`src/rtl/btn_value_counter.sv`:
```
// btn_value_counter: synchronised, debounced up/down/clear buttons stepping an 8-bit wrap counter.
// Define BTN_VALUE_COUNTER_AUTO_REPEAT_EN to auto-repeat held up/down presses.
module btn_value_counter #(
    parameter int DEBOUNCE_CYCLES = 500000,
    parameter int DB_W            = 20,
    parameter int REPEAT_DELAY    = 50000000,
    parameter int REPEAT_RATE     = 10000000
) (
    input  logic       clk,
    input  logic       rst,
    input  logic       btn_up,
    input  logic       btn_dn,
    input  logic       btn_clr,
    output logic [7:0] value,
    output logic       changed
);

    localparam logic [DB_W-1:0] DB_LAST = DB_W'(DEBOUNCE_CYCLES - 1);

    // bit 0 = up, bit 1 = dn, bit 2 = clr
    logic [2:0]      raw;
    logic [2:0]      s1;
    logic [2:0]      s2;
    logic [2:0]      db;
    logic [2:0]      db_q;
    logic [2:0]      press;
    logic [DB_W-1:0] cnt [3];
    logic            rep_up;
    logic            rep_dn;
    logic            step_up;
    logic            step_dn;
    logic            step_clr;

    assign raw = {btn_clr, btn_dn, btn_up};

    always_ff @(posedge clk or posedge rst) begin
        if (rst) begin
            s1   <= '0;
            s2   <= '0;
            db   <= '0;
            db_q <= '0;
            for (int i = 0; i < 3; i++) cnt[i] <= '0;
        end else begin
            s1   <= raw;
            s2   <= s1;
            db_q <= db;
            for (int i = 0; i < 3; i++) begin
                if (s2[i] == db[i]) begin
                    cnt[i] <= '0;
                end else if (cnt[i] == DB_LAST) begin
                    db[i]  <= s2[i];
                    cnt[i] <= '0;
                end else begin
                    cnt[i] <= cnt[i] + 1'b1;
                end
            end
        end
    end

    assign press = db & ~db_q;

`ifdef BTN_VALUE_COUNTER_AUTO_REPEAT_EN
    localparam logic [31:0] FIRE   = 32'(REPEAT_DELAY - 1);
    // after a repeat, restart so the next fire is REPEAT_RATE clocks later
    localparam logic [31:0] RELOAD = 32'(REPEAT_DELAY - REPEAT_RATE);

    logic [31:0] t_up;
    logic [31:0] t_dn;

    assign rep_up = db[0] & ~db[1] & ~press[0] & (t_up == FIRE);
    assign rep_dn = db[1] & ~db[0] & ~press[1] & (t_dn == FIRE);

    always_ff @(posedge clk or posedge rst) begin
        if (rst) begin
            t_up <= '0;
            t_dn <= '0;
        end else begin
            if (press[0] | ~db[0])
                t_up <= '0;
            else if (t_up == FIRE)
                t_up <= RELOAD;
            else
                t_up <= t_up + 32'd1;

            if (press[1] | ~db[1])
                t_dn <= '0;
            else if (t_dn == FIRE)
                t_dn <= RELOAD;
            else
                t_dn <= t_dn + 32'd1;
        end
    end
`else
    logic unused_rep;
    assign unused_rep = ^{REPEAT_DELAY, REPEAT_RATE};
    assign rep_up     = 1'b0;
    assign rep_dn     = 1'b0;
`endif

    assign step_clr = press[2];
    assign step_up  = press[0] | rep_up;
    assign step_dn  = press[1] | rep_dn;

    always_ff @(posedge clk or posedge rst) begin
        if (rst) begin
            value   <= 8'h00;
            changed <= 1'b0;
        end else begin
            changed <= 1'b0;
            if (step_clr) begin
                value   <= 8'h00;
                changed <= 1'b1;
            end else if (step_up & step_dn) begin
                value   <= value;
            end else if (step_up) begin
                value   <= value + 8'd1;
                changed <= 1'b1;
            end else if (step_dn) begin
                value   <= value - 8'd1;
                changed <= 1'b1;
            end
        end
    end

endmodule

```
`config.mk`:
```
export PLATFORM = sky130hd
export DESIGN_NAME = btn_value_counter
export DESIGN_NICKNAME = d
export VERILOG_FILES = /design/src/rtl/btn_value_counter.sv
export SDC_FILE = /design/constraint.sdc
export NUM_CORES = 1
export LEC_CHECK = 0
export ABC_AREA = 1
export BUFFER_PORTS_ARGS = -buffer_cell sky130_fd_sc_hd__buf_4
export CAP_MARGIN = 20
export CORE_MARGIN = 4
export CORE_UTILIZATION = 35
export CTS_CLUSTER_DIAMETER = 150
export DETAILED_ROUTE_END_ITERATION = 8
export HOLD_SLACK_MARGIN = 0.1
export MAX_ROUTING_LAYER = met4
export PLACE_DENSITY_LB_ADDON = 0.15
export SYNTH_ARGS = -nofsm -noshare
export SYNTH_HDL_FRONTEND = slang
export SYNTH_SLANG_ARGS = --single-unit
```
`constraint.sdc`:
```
create_clock -name clk -period 6.3 [get_ports clk]
set_clock_uncertainty 0.05 [all_clocks]
set_input_delay 1.26 -clock clk [delete_from_list [all_inputs] [get_ports clk]]
set_output_delay 1.26 -clock clk [all_outputs]
set_load 0.005 [all_outputs]
```
==> impl_metrics.toml, run 1 <==
[grt]
busiest_layer = "met2"
grt_pass1_vias = 3656
antenna_found_initial = 0
use_met2 = 0.226
grt_util_all_layers = 0.147
grt_util_met3 = 0.0416
overflow = 0
grt_pass1_wl_um = 17100
grt_max_degree = 82
met1_usage = 0.189

[logic_synthesis]
synth_compound_area_frac = 0.0233
syn-num-nets = 641
syn_area_per_cell_sq_um = 7.48
synth_mux_area_frac = 0
syn_inst = 624
ys_types = 29
synth_fa_ha_area_frac = 0.0338
synth_xor_area_frac = 0.0579
synth_top_family_by_area = "simple AND/OR/NAND/NOR gates"
synthSimpleGateAreaFrac = 0.381
yosysSeqAreaShare = 0.434
yosys_warnings = 0
synth-seq-cells = 81
synth_area_sq_um = 4670

[final_layout]
area_growth_pct = 14.3
final_cell_mix = "nand2_1, nor2_1, dfrtp_1"
fill_cells = 1341
final_common_cell = "nand2_1"
seq_area_sq_um = 2030
n_antenna_cell = 0
layout-drive-gt1-share = 0.119
multi_input_area_sq_um = 2320
finalNetCount = 666
fin_util = 0.416

[timing]
setup_ws_ns = 4.08
finalSetupTns_ns = 0
drv_slew = 0
fmax_ghz = 0.450
fin_crit_ns = 2.22
whs_ns = 0.299
rsz0062_at_grt = "no"
hold_violations = 0
slew_headroom = 0.607
min_period_over_period = 0.352
setup_viol = 0
tightest_slew_ns = 0.588

[clocking]
cts_tree = "built"
worstSkewPairLatency_ns = 0.35
ctsHoldBuffers = 0
htree_levels = 3
cts.path.max_buffers = 2
cts_sinks = 81
root_buffer = "clkbuf_16"
post_cts_buffers = 0
clk_pin_slew_ns = 0.06
cts_buffers = 9
cts_resized = 0

[worst_setup_path]
crit_slowest_cell = "dfrtp_1"
cp-end-kind = "output pin"
crit_path_start_kind = "flop"
cp_max_fo = 3
critical_path_required_ns = 4.99
crit_type = "reg2out"
crit_family = "flip-flops"
crit_buf_inv = 1
crit_chain = "buf_4"
crit_arrival_ns = 0.91
max_stage_delay_ns = 0.41

[place]
numPortBuffers = 13
hpwl_um = 7020
place_congestion = 0.856
dp_slack_ns = 3.86

[detailed_routing]
vias = 3728
routedWlPerCell_um = 11.7
final_antenna_net_count = 0
drt-pass1-iter-count = 4
dr.first_iter.drc_count = 284
viasPerCell = 4.51
wl_um = 9630
drc = 0

[floorplan]
boundaryPins = 14
start_util = 0.364
core.rowCount = 41
die-area_sq_um = 15300
coreArea_sq_um = 12800
fp.dieH_um = 124
dieWidth_um = 124

[hold_path]
min-delay-path-class = "reg2reg"

[power]
cellLeakagePower_uw = 0.00241
power_density_nw_per_um2 = 213
ir_worst_vdd_uv = 199

[run]
max-cap-violations = 0

[status]
status = "completed"
-- final timing paths --
check	to	slack, ns	cells after the start	from
setup / recovery	value[2]	4.08	1	value[2]
hold / removal	s2[0]	0.30	0	s1[0]
setup reg to reg	value[3]	4.22	8	db[0]
hold reg to reg	s2[0]	0.30	0	s1[0]
max in group asynchronous	cnt[59]	4.77	4	rst
min in group asynchronous	cnt[35]	0.85	3	rst
-- routing by layer --
| layer | up-vias | wire (um) | share of wire |
|---|---|---|---|
| met5 | - | 0 | 0 |
| met4 | 0 | 146 | 0.015 |
| met3 | 14 | 382 | 0.040 |
| met2 | 54 | 4340 | 0.45 |
| met1 | 1679 | 4760 | 0.49 |
| li1 | 1981 | - | - |
-- report_power, final --
part | switching (uW) | internal (uW)
Clock | 222 | 349
Combinational | 23.5 | 10.4
Sequential | 5.14 | 527
-- registers in the layout (all words and copies together) (netlist names) --
signal / flops
cnt: 60
db: 3
value: 8
s1: 3
db_q: 3
s2: 3
changed: 1
-- per-stage QoR --
stage | power, uW | instance area [sq um] | cells
final | 1140 | 5340 | 826
after global routing | 1180 | 5340 | 826
after CTS | 1160 | 5310 | 825
after detailed placement | 575 | 4990 | 809
after global placement | 574 | 4990 | 809
after floorplan | 563 | 4670 | 624
-- layout make-up --
class / instances / share of cell area
clock buffers: 10 / 0.0429
repair buffers: 16 / 0.0263
inverters: 84 / 0.0593
multi-input cells: 457 / 0.434
well taps: 172 / 0.0403
flip-flops and latches: 81 / 0.380
clock inverters: 6 / 0.0171
-- cells in the mapped netlist, drive strengths merged --
cell	instances	share of area
nor3b	4	0.0075
o21ai	7	0.0075
o22ai	1	0.0013
o21a	1	0.0016
dfrtp	81	0.43
fa	1	0.0043
or2	2	0.0027
xor2	21	0.041
and2	5	0.0067
inv	84	0.068
ha	11	0.029
nor2	150	0.14
a21oi	10	0.011
nand3	55	0.062
nor3	7	0.0099
buf	2	0.0021
xnor2	9	0.017
nand4	9	0.012
nand2	160	0.13
a32o	1	0.0021
nand3b	3	0.0048
-- kinds of logic after synthesis --
| logic type | count (synthesis) |
|---|---|
| AO/OA/AOI/OAI | 20 |
| AND/OR/NAND/NOR | 395 |
| adder cells (fa/ha/maj) | 12 |
| buffers and inverters | 86 |
| flip-flops | 81 |
| XOR/XNOR | 30 |
No activity file was read; power rests on OpenSTA's default activity.
==> run 2, diff against run 1 <==
--- a/config.mk
+++ b/config.mk
@@ -5,7 +5,7 @@
 export SDC_FILE = /design/constraint.sdc
 export NUM_CORES = 1
 export LEC_CHECK = 0
-export ABC_AREA = 1
+export ABC_AREA = 0
 export BUFFER_PORTS_ARGS = -buffer_cell sky130_fd_sc_hd__buf_4
 export CAP_MARGIN = 20
 export CORE_MARGIN = 4
==> constraint.sdc (replaced) <==
create_clock -name clk -period 2 [get_ports clk]
set_clock_uncertainty 0.05 [all_clocks]
set_input_delay 0.4 -clock clk [delete_from_list [all_inputs] [get_ports clk]]
set_output_delay 0.4 -clock clk [all_outputs]
set_load 0.005 [all_outputs]
==> impl_metrics.toml, run 2 <==
[power]
seqPwrFrac = 0.471
p_int_uw = 2800
ir_worst_vdd_uv = 473
cellLeakagePower_uw = 0.00214
power_frac_comb = 0.030
p_switching_uw = 764
power_density_nw_per_um2 = 729
power_uw = 3560
p_sw_frac = 0.215
p_clk_frac = 0.499

[timing]
setup_ws_ns = -0.108
fmax_ghz = 0.474
hold_violations = 0
min_period_over_period = 1.05
tightest_slew_ns = 0.439
rsz0062_at_grt = "yes"
setup_viol = 2
fin_crit_ns = 2.11
whs_ns = 0.118
finalSetupTns_ns = -0.142
slew_headroom = 0.708
drv_slew = 0

[logic_synthesis]
synth_largest_area_cell = "dfrtp_1"
syn_inst = 393
synth_area_leaders = "dfrtp_1, xor2_1, nor2_1"
postSynth.asyncResetShare = 1.00
synth_edf_count = 0
syn-num-nets = 410
synth_common_cells = "dfrtp_1, nor2_1, xor2_1"
synth_top_area_frac = 0.510
yosysSeqAreaShare = 0.510
synth_area_sq_um = 3970
yosys_warnings = 0
synth-seq-cells = 81
ys_types = 50
syn_area_per_cell_sq_um = 10.1
synthFlopType = "dfrtp_1"
yosysMostFrequentCell = "dfrtp_1"

[grt]
overflow = 0
antenna_found_initial = 0
grt_pass1_wl_um = 13300
grt_max_degree = 82
grt_util_all_layers = 0.130
grt_pass1_vias = 2871

[final_layout]
finalNetCount = 457
layout-drive-gt1-share = 0.193
area_growth_pct = 23.0
fin_util = 0.445
largest_reg_flops = 60
final_cell_mix = "dfrtp_1, nor2_1, buf_4"
finalInstanceArea_sq_um = 4880
top_register = "cnt"
fill_cells = 1063
top_regs = "cnt (60), value (8)"
final_common_cell = "dfrtp_1"
n_antenna_cell = 0

[worst_setup_path]
crit_path_start_kind = "flop"
crit_type = "reg2reg"
r2r-end = "value[7]"
rr_startpoint = "db_q[0]"
cp_max_fo = 7
cp-end-kind = "flop"
rrSetupSlack_ns = -0.11
critical_path_required_ns = 2.21
crit_arrival_ns = 2.32
reg2reg_depth = 7

[clocking]
worstSkewPairLatency_ns = 0.34
cts_tree = "built"
cts_sinks = 81
cts.path.max_buffers = 2
clk_pin_slew_ns = 0.07
cts_buffers = 9
htree_levels = 3
root_buffer = "clkbuf_16"

[detailed_routing]
vias = 2861
drt-pass1-iter-count = 4
final_antenna_net_count = 0
drc = 0
dr.first_iter.drc_count = 166
wl_um = 7520
viasPerCell = 4.89
routedWlPerCell_um = 12.9

[place]
place_congestion = 0.777
placed_area_sq_um = 4460
hpwl_um = 5000
numPortBuffers = 13

[floorplan]
core.rowCount = 38
coreArea_sq_um = 11000
die-area_sq_um = 13100
start_util = 0.362
fp.dieH_um = 115
dieWidth_um = 115
boundaryPins = 14

[status]
status = "finished with violations"
violations = "negative setup slack"

[hold_path]
min-delay-path-class = "in2async"

[run]
max-cap-violations = 0
## run 2: cell types whose count changed in the layout (fill, tap and decap cells not counted), sizes merged, moves of 6 or more
cell   change
nand2    -136
inv       -72
nor2      -72
buf       +29
nand3     -28
xnor2     +14
xor2      +14
nand4      +7
nor4       +6
## run 2: area by class of cell
cell class	instances	area (sq um)	share of cell area
clock inverter	6	90.1	0.0184
tap	140	175	0.0359
multi-input combinational	291	1930	0.396
sequential	81	2030	0.415
clock buffer	10	229	0.0469
timing repair buffer	45	379	0.0776
inverter	12	51.3	0.0105
## run 2: power by group through the flow
stage	logic (uW)	registers, uW	clock network (uW)
2_1_floorplan	76.2	1700	0
3_3_place_gp	111	1710	0
3_5_place_dp	112	1710	0
4_1_cts	113	1680	1830
5_1_grt	127	1680	1890
6_report	107	1680	1780
## run 2: repair_timing
action                                  in CTS  in global routing
pin swaps                                    4                  5
endpoints found under the hold margin        0                  0
endpoints found under the setup margin       3                 15
hold buffers                                 0                  0
buffers inserted                             1                  2
gates resized for setup                     12                  3
## run 2: routing by layer
| metal | GRT usage | wire (um) | vias up |
|---|---|---|---|
| li1 | - | - | 1425 |
| met1 | 0.162 | 3670 | 1402 |
| met2 | 0.204 | 3510 | 29 |
| met3 | 0.0386 | 254 | 5 |
| met4 | 0.0380 | 77 | 0 |
| met5 | - | 0 | - |
## run 2: cell families after synthesis
family / Yosys count / share of synthesized area
flops: 81 / 0.510
fa+ha+maj: 12 / 0.0397
buf+inv: 21 / 0.0283
mux: 4 / 0.0110
compound gates: 25 / 0.0425
xor+xnor: 58 / 0.128
simple gates: 192 / 0.240
## run 2: worst max path at each step
stage                 start        to  depth (start not counted)
floorplan           db_q[0]  value[7]                          7
global placement    db_q[0]  value[7]                          7
detailed placement  db_q[0]  value[7]                          7
CTS                 db_q[0]  value[7]                          7
global route        db_q[0]  value[7]                          7
finish              db_q[0]  value[7]                          7
## run 2: stage by stage
step,setup slack [ns],std cells
finish,-0.108,585
global route,-0.193,585
CTS,-0.113,583
detailed placement,-0.167,566
global placement,-0.128,566
floorplan,-0.0534,393
## run 2: worst max-delay path, stage by stage (launching register included)
cell and delay, ns:
dfrtp_1 0.35, nand2b_4 0.22, ha_4 0.32, a211oi_4 0.07, or4b_4 0.54, a211oi_2 0.18, a31o_2 0.13, mux2i_1 0.18
